`src/rtl/lab3_keypad_pkg.sv`:
```
// Shared types and the key-map table for the 4x4 keypad scanner.
package lab3_keypad_pkg;

    typedef enum logic [1:0] {
        SCAN     = 2'd0,
        DEBOUNCE = 2'd1,
        HELD     = 2'd2,
        RELEASE  = 2'd3
    } state_e;

    // Indexed [row][col].
    localparam logic [3:0] KEY_MAP [0:3][0:3] = '{
        '{4'h1, 4'h2, 4'h3, 4'hA},
        '{4'h4, 4'h5, 4'h6, 4'hB},
        '{4'h7, 4'h8, 4'h9, 4'hC},
        '{4'hE, 4'h0, 4'hF, 4'hD}
    };

endpackage

```
`src/rtl/lab3_key_decode.sv`:
```
// Combinational row/column index to hex key code lookup.
module lab3_key_decode
    import lab3_keypad_pkg::*;
(
    input  logic [1:0] row_i,
    input  logic [1:0] col_i,
    output logic [3:0] code_o
);

    always_comb begin
        code_o = KEY_MAP[row_i][col_i];
    end

endmodule

```
`src/rtl/lab3_keypad_scan.sv`:
```
// 4x4 keypad scanner: column scan, press/release debounce, one-cycle key_valid pulse.
module lab3_keypad_scan
    import lab3_keypad_pkg::*;
#(
    parameter int unsigned SCAN_DIV        = 1000,
    parameter int unsigned DEBOUNCE_CYCLES = 50000
) (
    input  logic       int_osc,
    input  logic       reset,
    input  logic [3:0] rows,
    output logic [3:0] cols,
    output logic [3:0] key,
    output logic       key_valid
);

    localparam int unsigned DIV_W = $clog2(SCAN_DIV) + 1;
    localparam int unsigned DB_W  = $clog2(DEBOUNCE_CYCLES) + 1;
    localparam logic [DIV_W-1:0] DIV_LAST = DIV_W'(SCAN_DIV - 1);
    localparam logic [DB_W-1:0]  DB_MAX   = DB_W'(DEBOUNCE_CYCLES);

    state_e            state_q, state_d;
    logic [1:0]        col_q, col_d;
    logic [1:0]        row_q, row_d;
    logic [DIV_W-1:0]  div_q, div_d;
    logic [DB_W-1:0]   cnt_q, cnt_d;
    logic [3:0]        key_q, key_d;
    logic              valid_q, valid_d;

    logic [1:0]        low_row;
    logic              any_low;
    logic              row_bit;
    logic [3:0]        map_code;

    lab3_key_decode u_decode (
        .row_i  (row_q),
        .col_i  (col_q),
        .code_o (map_code)
    );

    always_comb begin
        any_low = ~&rows;
        row_bit = rows[row_q];
        if (!rows[0])      low_row = 2'd0;
        else if (!rows[1]) low_row = 2'd1;
        else if (!rows[2]) low_row = 2'd2;
        else               low_row = 2'd3;
    end

    always_comb begin
        state_d = state_q;
        col_d   = col_q;
        row_d   = row_q;
        div_d   = div_q;
        cnt_d   = cnt_q;
        key_d   = key_q;
        valid_d = 1'b0;
        case (state_q)
            SCAN: begin
                if (any_low) begin
                    row_d   = low_row;
                    cnt_d   = '0;
                    state_d = DEBOUNCE;
                end else if (div_q >= DIV_LAST) begin
                    col_d = col_q + 2'd1;
                    div_d = '0;
                end else begin
                    div_d = div_q + DIV_W'(1);
                end
            end
            DEBOUNCE: begin
                if (row_bit) begin
                    col_d   = col_q + 2'd1;
                    div_d   = '0;
                    state_d = SCAN;
                end else if (cnt_q >= DB_MAX) begin
                    key_d   = map_code;
                    valid_d = 1'b1;
                    state_d = HELD;
                end else begin
                    cnt_d = cnt_q + DB_W'(1);
                end
            end
            HELD: begin
                if (row_bit) begin
                    cnt_d   = '0;
                    state_d = RELEASE;
                end
            end
            RELEASE: begin
                // Any re-closure restarts the release window rather than re-arming a press.
                if (!row_bit) begin
                    cnt_d = '0;
                end else if (cnt_q >= DB_MAX) begin
                    col_d   = col_q + 2'd1;
                    div_d   = '0;
                    state_d = SCAN;
                end else begin
                    cnt_d = cnt_q + DB_W'(1);
                end
            end
            default: state_d = SCAN;
        endcase
    end

    always_ff @(posedge int_osc or negedge reset) begin
        if (!reset) begin
            state_q <= SCAN;
            col_q   <= '0;
            row_q   <= '0;
            div_q   <= '0;
            cnt_q   <= '0;
            key_q   <= '0;
            valid_q <= 1'b0;
        end else begin
            state_q <= state_d;
            col_q   <= col_d;
            row_q   <= row_d;
            div_q   <= div_d;
            cnt_q   <= cnt_d;
            key_q   <= key_d;
            valid_q <= valid_d;
        end
    end

    always_comb begin
        cols      = ~(4'b0001 << col_q);
        key       = key_q;
        key_valid = valid_q;
    end

endmodule

```
`config.mk`:
```
export PLATFORM = sky130hd
export DESIGN_NAME = lab3_keypad_scan
export DESIGN_NICKNAME = d
export VERILOG_FILES = /design/src/rtl/lab3_keypad_pkg.sv /design/src/rtl/lab3_key_decode.sv /design/src/rtl/lab3_keypad_scan.sv
export SDC_FILE = /design/constraint.sdc
export NUM_CORES = 1
export LEC_CHECK = 0
export BUFFER_PORTS_ARGS = -buffer_cell sky130_fd_sc_hd__clkbuf_2
export CAP_MARGIN = 20
export CELL_PAD_IN_SITES_DETAIL_PLACEMENT = 1
export CELL_PAD_IN_SITES_GLOBAL_PLACEMENT = 1
export CORE_MARGIN = 1
export CORE_UTILIZATION = 30
export CTS_BUF_LIST = sky130_fd_sc_hd__clkbuf_16
export DETAILED_ROUTE_END_ITERATION = 6
export GPL_TIMING_DRIVEN = 0
export MAX_ROUTING_LAYER = met4
export PLACE_DENSITY = 0.65
export REMOVE_ABC_BUFFERS = 1
export SETUP_SLACK_MARGIN = 0.1
export SLEW_MARGIN = 20
export SYNTH_ARGS = -nofsm -noshare
export SYNTH_HDL_FRONTEND = slang
export SYNTH_HIERARCHICAL = 1
export SYNTH_SLANG_ARGS = --single-unit
export TNS_END_PERCENT = 100
```
`constraint.sdc`:
```
create_clock -name int_osc -period 2.52 [get_ports int_osc]
set_clock_uncertainty 0.1 [all_clocks]
set_input_delay 0.756 -clock int_osc [delete_from_list [all_inputs] [get_ports int_osc]]
set_output_delay 0.756 -clock int_osc [all_outputs]
set_load 0.01 [all_outputs]
```
Yosys cells after proc, flatten, opt, wreduce, memory -nomap -nowiden. Cells that the tools add are included.

Equal/unequal tests: 12. Shifts and indexed selects: 1. Order comparisons: 5. Add/subtract/negate cells: 3. Reduce and logical (&&, ||, !) cells: 9. Muxes and demuxes: 39. Bitwise gates (word level): 5.

Operators by type and width (count): $mux 17 (5); $pmux 17 s4 (1); $mux 11 (5); $pmux 11 s3 (1); $bmux 16 s2 (1); $mux 16 (2); $mux 2 (13); $add 17x1->17 const B (1); $ge 17x16->1 const B (1); $ne 2x2->1 const B (8); $add 11x1->11 const B (1); $ge 11x10->1 const B (1); $reduce_and 5->1 (2); $bmux 4 s2 (1); $mux 4 (2); $pmux 2 s4 (1); $ge 3x3->1 const B (2); $not 2->3 (2); $pmux 2 s3 (1); $reduce_and 3->1 (2); $reduce_and 6->1 (1); $mux 1 (5); $eq 2x2->1 const B (2); $not 4->4 (1); 11 further kinds (12).

Register bits: 39. Input port bits: 6. Word-level logic and storage cells: 81. Output and inout bits: 9.

Logic depth before layout (Yosys ltp).
Depth after elaboration: 7. Depth in mapped cells: 7. Mapped depth without buffers: 6.

By module. The synthesis kept the hierarchy.

By module, submodules not included: lab3_keypad_scan (cells each 226, instances 1, seq. area each 975.9 sq um, area each 2245.9 sq um); lab3_key_decode (cells each 16, instances 1, seq. area each 0.0 sq um, area each 83.8 sq um).

Worst setup path before layout. No wires, ideal clock.

Path type: input -> register. From: input port rows[3]. To: register cnt_q[8]. Arrival time: 2.334 ns. Setup time: 0.073 ns. Path buffers: 1. Required time: 2.347 ns. Cell stages on the path: 6. Setup slack: 0.013 ns. Path through: mux4_2 > mux2_4 > o221ai_4 > buf_6 > or3_2 > a21oi_2.

Longest elaborated chain between the ends: 4. Elaborated cells on any way between the ends: 9. Classes of those cells: eq/ne: 3; mux: 4; reduce/logical: 2.

Ends and longest elaborated chain: from (decl) (line lab3_keypad_scan.sv:10) `input logic [3:0] rows,`; $bmux 1 s2 (line lab3_keypad_scan.sv:42) `row_bit = rows[row_q];`; $mux 1 (not written as such) (line lab3_keypad_scan.sv:42); $mux 17 / $ne 2x2->1 (equally long branches); $pmux 17 s4 / $reduce_and 3->1 (equally long branches); to (signal assigned) (line lab3_keypad_scan.sv:119) `cnt_q <= cnt_d;`; to (decl) (line lab3_keypad_scan.sv:25) `logic [DB_W-1:0] cnt_q, cnt_d;`.

Several ways; a longest one is shown, not always the timed one. The select of a mux whose other input is x is not followed. A chain may end at the register's enable or synchronous reset.

Worst setup path after layout.
From: input port rows[1]. To: register cnt_q[10].

The elaborated chain is that of the path after synthesis.

==> impl_results.md <==
* Area share of the largest cell type after synthesis at 41.9%
* Total CTS buffers at 5
* Largest net degree at the start of global routing at 40
* Netlist cell types at 54
* Placed insts at 349
* H-tree depth at 2
* Setup WS pre-CTS at -0.414 ns
* WL final at 5.82 mm
* Top routing layer in use: met4
* WP data arrival at 2.53 ns
* CP Capture Type: flop
* Met2 wire length at 2.86 mm
* GRT Util Overall at 15.6%
* CP Class: in2reg
* Syn Area/Cell at 9.63 um^2
* Startpoint Class: primary input
* Seq cells post-synth at 39
* EDFF count, synth at 0
* # fillers at 855
* Fin area at 2820 um^2
* Synth warn at 6
* Hold Crit Class: reg2reg
* Fin crit share at 95.9%
* Initial Util at 31.6%
* Sequential-to-total area share from yosys stat at 41.9%
* Endpoints failing hold at 0
* Maximum clock frequency at 414 MHz
* Final Worst Setup Slack at 0.102 ns
* Final nets at 281
* Post-layout min period at 2.42 ns
* Async SR Flop Fraction at 100%
* Core box area at 7370 um^2
* Initial antenna violation count at 0
* Unrepaired setup endpoints after global routing: yes
* Clock sink count at 39
* DR WL/cell at 15.8 um
* Req. time, crit path at 2.63 ns
* Die ar. at 8120 um^2
* Max-Cap Viols at 0
* Post-DP Area at 2450 um^2
* Wire length on met1 at 2.76 mm
* Syn Std Cell Area at 2330 um^2
* Status: finished, final reports clean
* Clock transition at path regs at 0.06 ns
* Chip width at 90.1 um
* Routed Antenna Nets at 0
* Syn Inst Count at 242
* Slew Limit Headroom at 40.3%
* Largest area contributor in the netlist: dfrtp_1
* Post-Layout Cell Count at 368
* Row Count at 31
* First-pass GRT wire length at 9.97 mm
* Leakage power at 1.20 nW
* Slew Viols, Final at 0
* Vias per inst at 5.33
* Worst skew pair latency at 0.28 ns
* DR pass1 iterations at 4
* Fin util at 38.3%
* CP max FO at 5
* Die Height at 90.1 um
* Drc violations at 0
* Least-Margin Pin Slew at 0.895 ns
* Synth area leaders: dfrtp_1 42%, nand2_1 4.2%, ha_1 3.8%
* PwrDens at 906 nW/um^2
* Root buffer cell: clkbuf_16
* Final Setup Violations at 0
* Bufs on Longest Clock Path at 2
* HPWL Detailed at 3.56 mm
* # port buffers at 14
* Initial DRC count at 78
* Worst VDD drop at 394 uV
* GR Overflow Total at 0
* Placer Congestion at 0.711
* CTS tree: built
* # IOs at 15
* Antenna Cells at 0
* Area grow syn2layout at 21.2%
* Vias in the first global route at 1,999
* Layout cells sized above 1 at 26.0%
* Ys flop type: dfrtp_1
* Met3 WL at 127 um
* Vias at 1,963
[kinds of logic after synthesis]
| group | count (synthesis) | share of synthesized area (%) |
|---|---|---|
| compound gates | 65 | 20.3 |
| fa+ha+maj | 7 | 3.76 |
| xor+xnor | 3 | 1.13 |
| mux | 11 | 5.80 |
| simple gates | 93 | 21.1 |
| buf+inv | 24 | 6.07 |
| flops | 39 | 41.9 |
[power by group]
part	leakage, nW	total [mW]	internal, mW	switching [mW]
registers	0.525	0.881	0.707	0.174
clock network	0.0701	0.602	0.356	0.246
logic	0.608	1.07	0.460	0.614
[path summary, 6_finish.rpt]
path	from	end	slack (ns)	cells after the start
worst min register to register	cnt_q[15]	cnt_q[15]	0.38	2
worst min-delay path	cnt_q[15]	cnt_q[15]	0.38	2
min in group asynchronous	reset	div_q[6]	0.50	1
worst max register to register	row_q[0]	cnt_q[10]	0.14	6
worst max-delay path	rows[1]	cnt_q[10]	0.10	7
max in group asynchronous	reset	cnt_q[2]	1.26	1
[placed cells by master (no fill, tap or decap), types with 4 or more instances in the layout]
| cell | count |
|---|---|
| dfrtp_1 | 39 |
| or3_1 | 6 |
| nand2_1 | 25 |
| and3_1 | 7 |
| a21oi_1 | 14 |
| o21ai_0 | 6 |
| ha_1 | 7 |
| a21oi_2 | 7 |
| o21ai_1 | 5 |
| nand3_1 | 13 |
| clkbuf_16 | 5 |
| buf_4 | 7 |
| a221o_1 | 5 |
| nor2_1 | 14 |
| mux2_2 | 6 |
| clkbuf_2 | 12 |
| or4_4 | 4 |
| inv_1 | 19 |
| o31ai_2 | 5 |
[per-layer routing]
layer | up-vias | GRT usage [%]
met5 | - | -
met4 | 0 | 4.44
met3 | 10 | 3.13
met2 | 20 | 24.9
met1 | 985 | 19.9
li1 | 948 | -
[through the flow]
step / TNS [ns] / hold WS [ns] / power (mW)
after floorplan: -0.308 / 0.344 / 1.41
after global placement: -5.54 / 0.364 / 1.64
after detailed placement: -6.49 / 0.373 / 1.68
after CTS: 0 / 0.386 / 2.48
after global routing: 0 / 0.412 / 2.74
final: 0 / 0.382 / 2.56
[area by class of cell]
| cell class | instances | area, um^2 | area share [%] |
|---|---|---|---|
| clock buffers | 5 | 125 | 4.43 |
| clock inverters | 3 | 11.3 | 0.399 |
| inverters | 18 | 67.6 | 2.39 |
| multi-input cells | 181 | 1360 | 48.2 |
| flip-flops and latches | 39 | 976 | 34.6 |
| well taps | 99 | 124 | 4.39 |
| repair buffers | 23 | 160 | 5.67 |
[worst max-delay path, cell delays in order]
cell and delay, ns:
buf_4 0.12, mux4_2 0.50, mux2_4 0.27, o221ai_4 0.16, buf_6 0.17, or4_4 0.41, a21oi_2 0.13
[repair_timing]
action	in CTS	in global routing
hold buffers	0	0
pin swaps	2	4
cloned	2	0
hold endpoints to repair	0	0
gates resized for setup	7	20
setup buffers	5	4
endpoints found under the setup margin	24	23
[synth_stat cells (all sizes together) (2+ instances only)]
cell type and count:
dfrtp 39, nand2 26, or2 2, and4 3
ha 7, o211ai 3, nor3 2, mux2i 3
nand3 14, or4 7, a22oi 2, inv 18
xnor2 2, clkbuf 3, o31ai 8, or3 7
nor2 14, and2 2, o21ai 12, nand4 2
a21oi 21, buf 3, a221o 5, a211oi 3
nor2b 2, mux2 7, nand2b 2, and3 9
[sequential cells by signal (all words and copies together), names as in the netlist, named ones only]
name       count
col_q          2
div_q         11
key_valid      1
state_q        1
key            4
row_q          2
cnt_q         17
No activity file was read; power rests on OpenSTA's default activity.
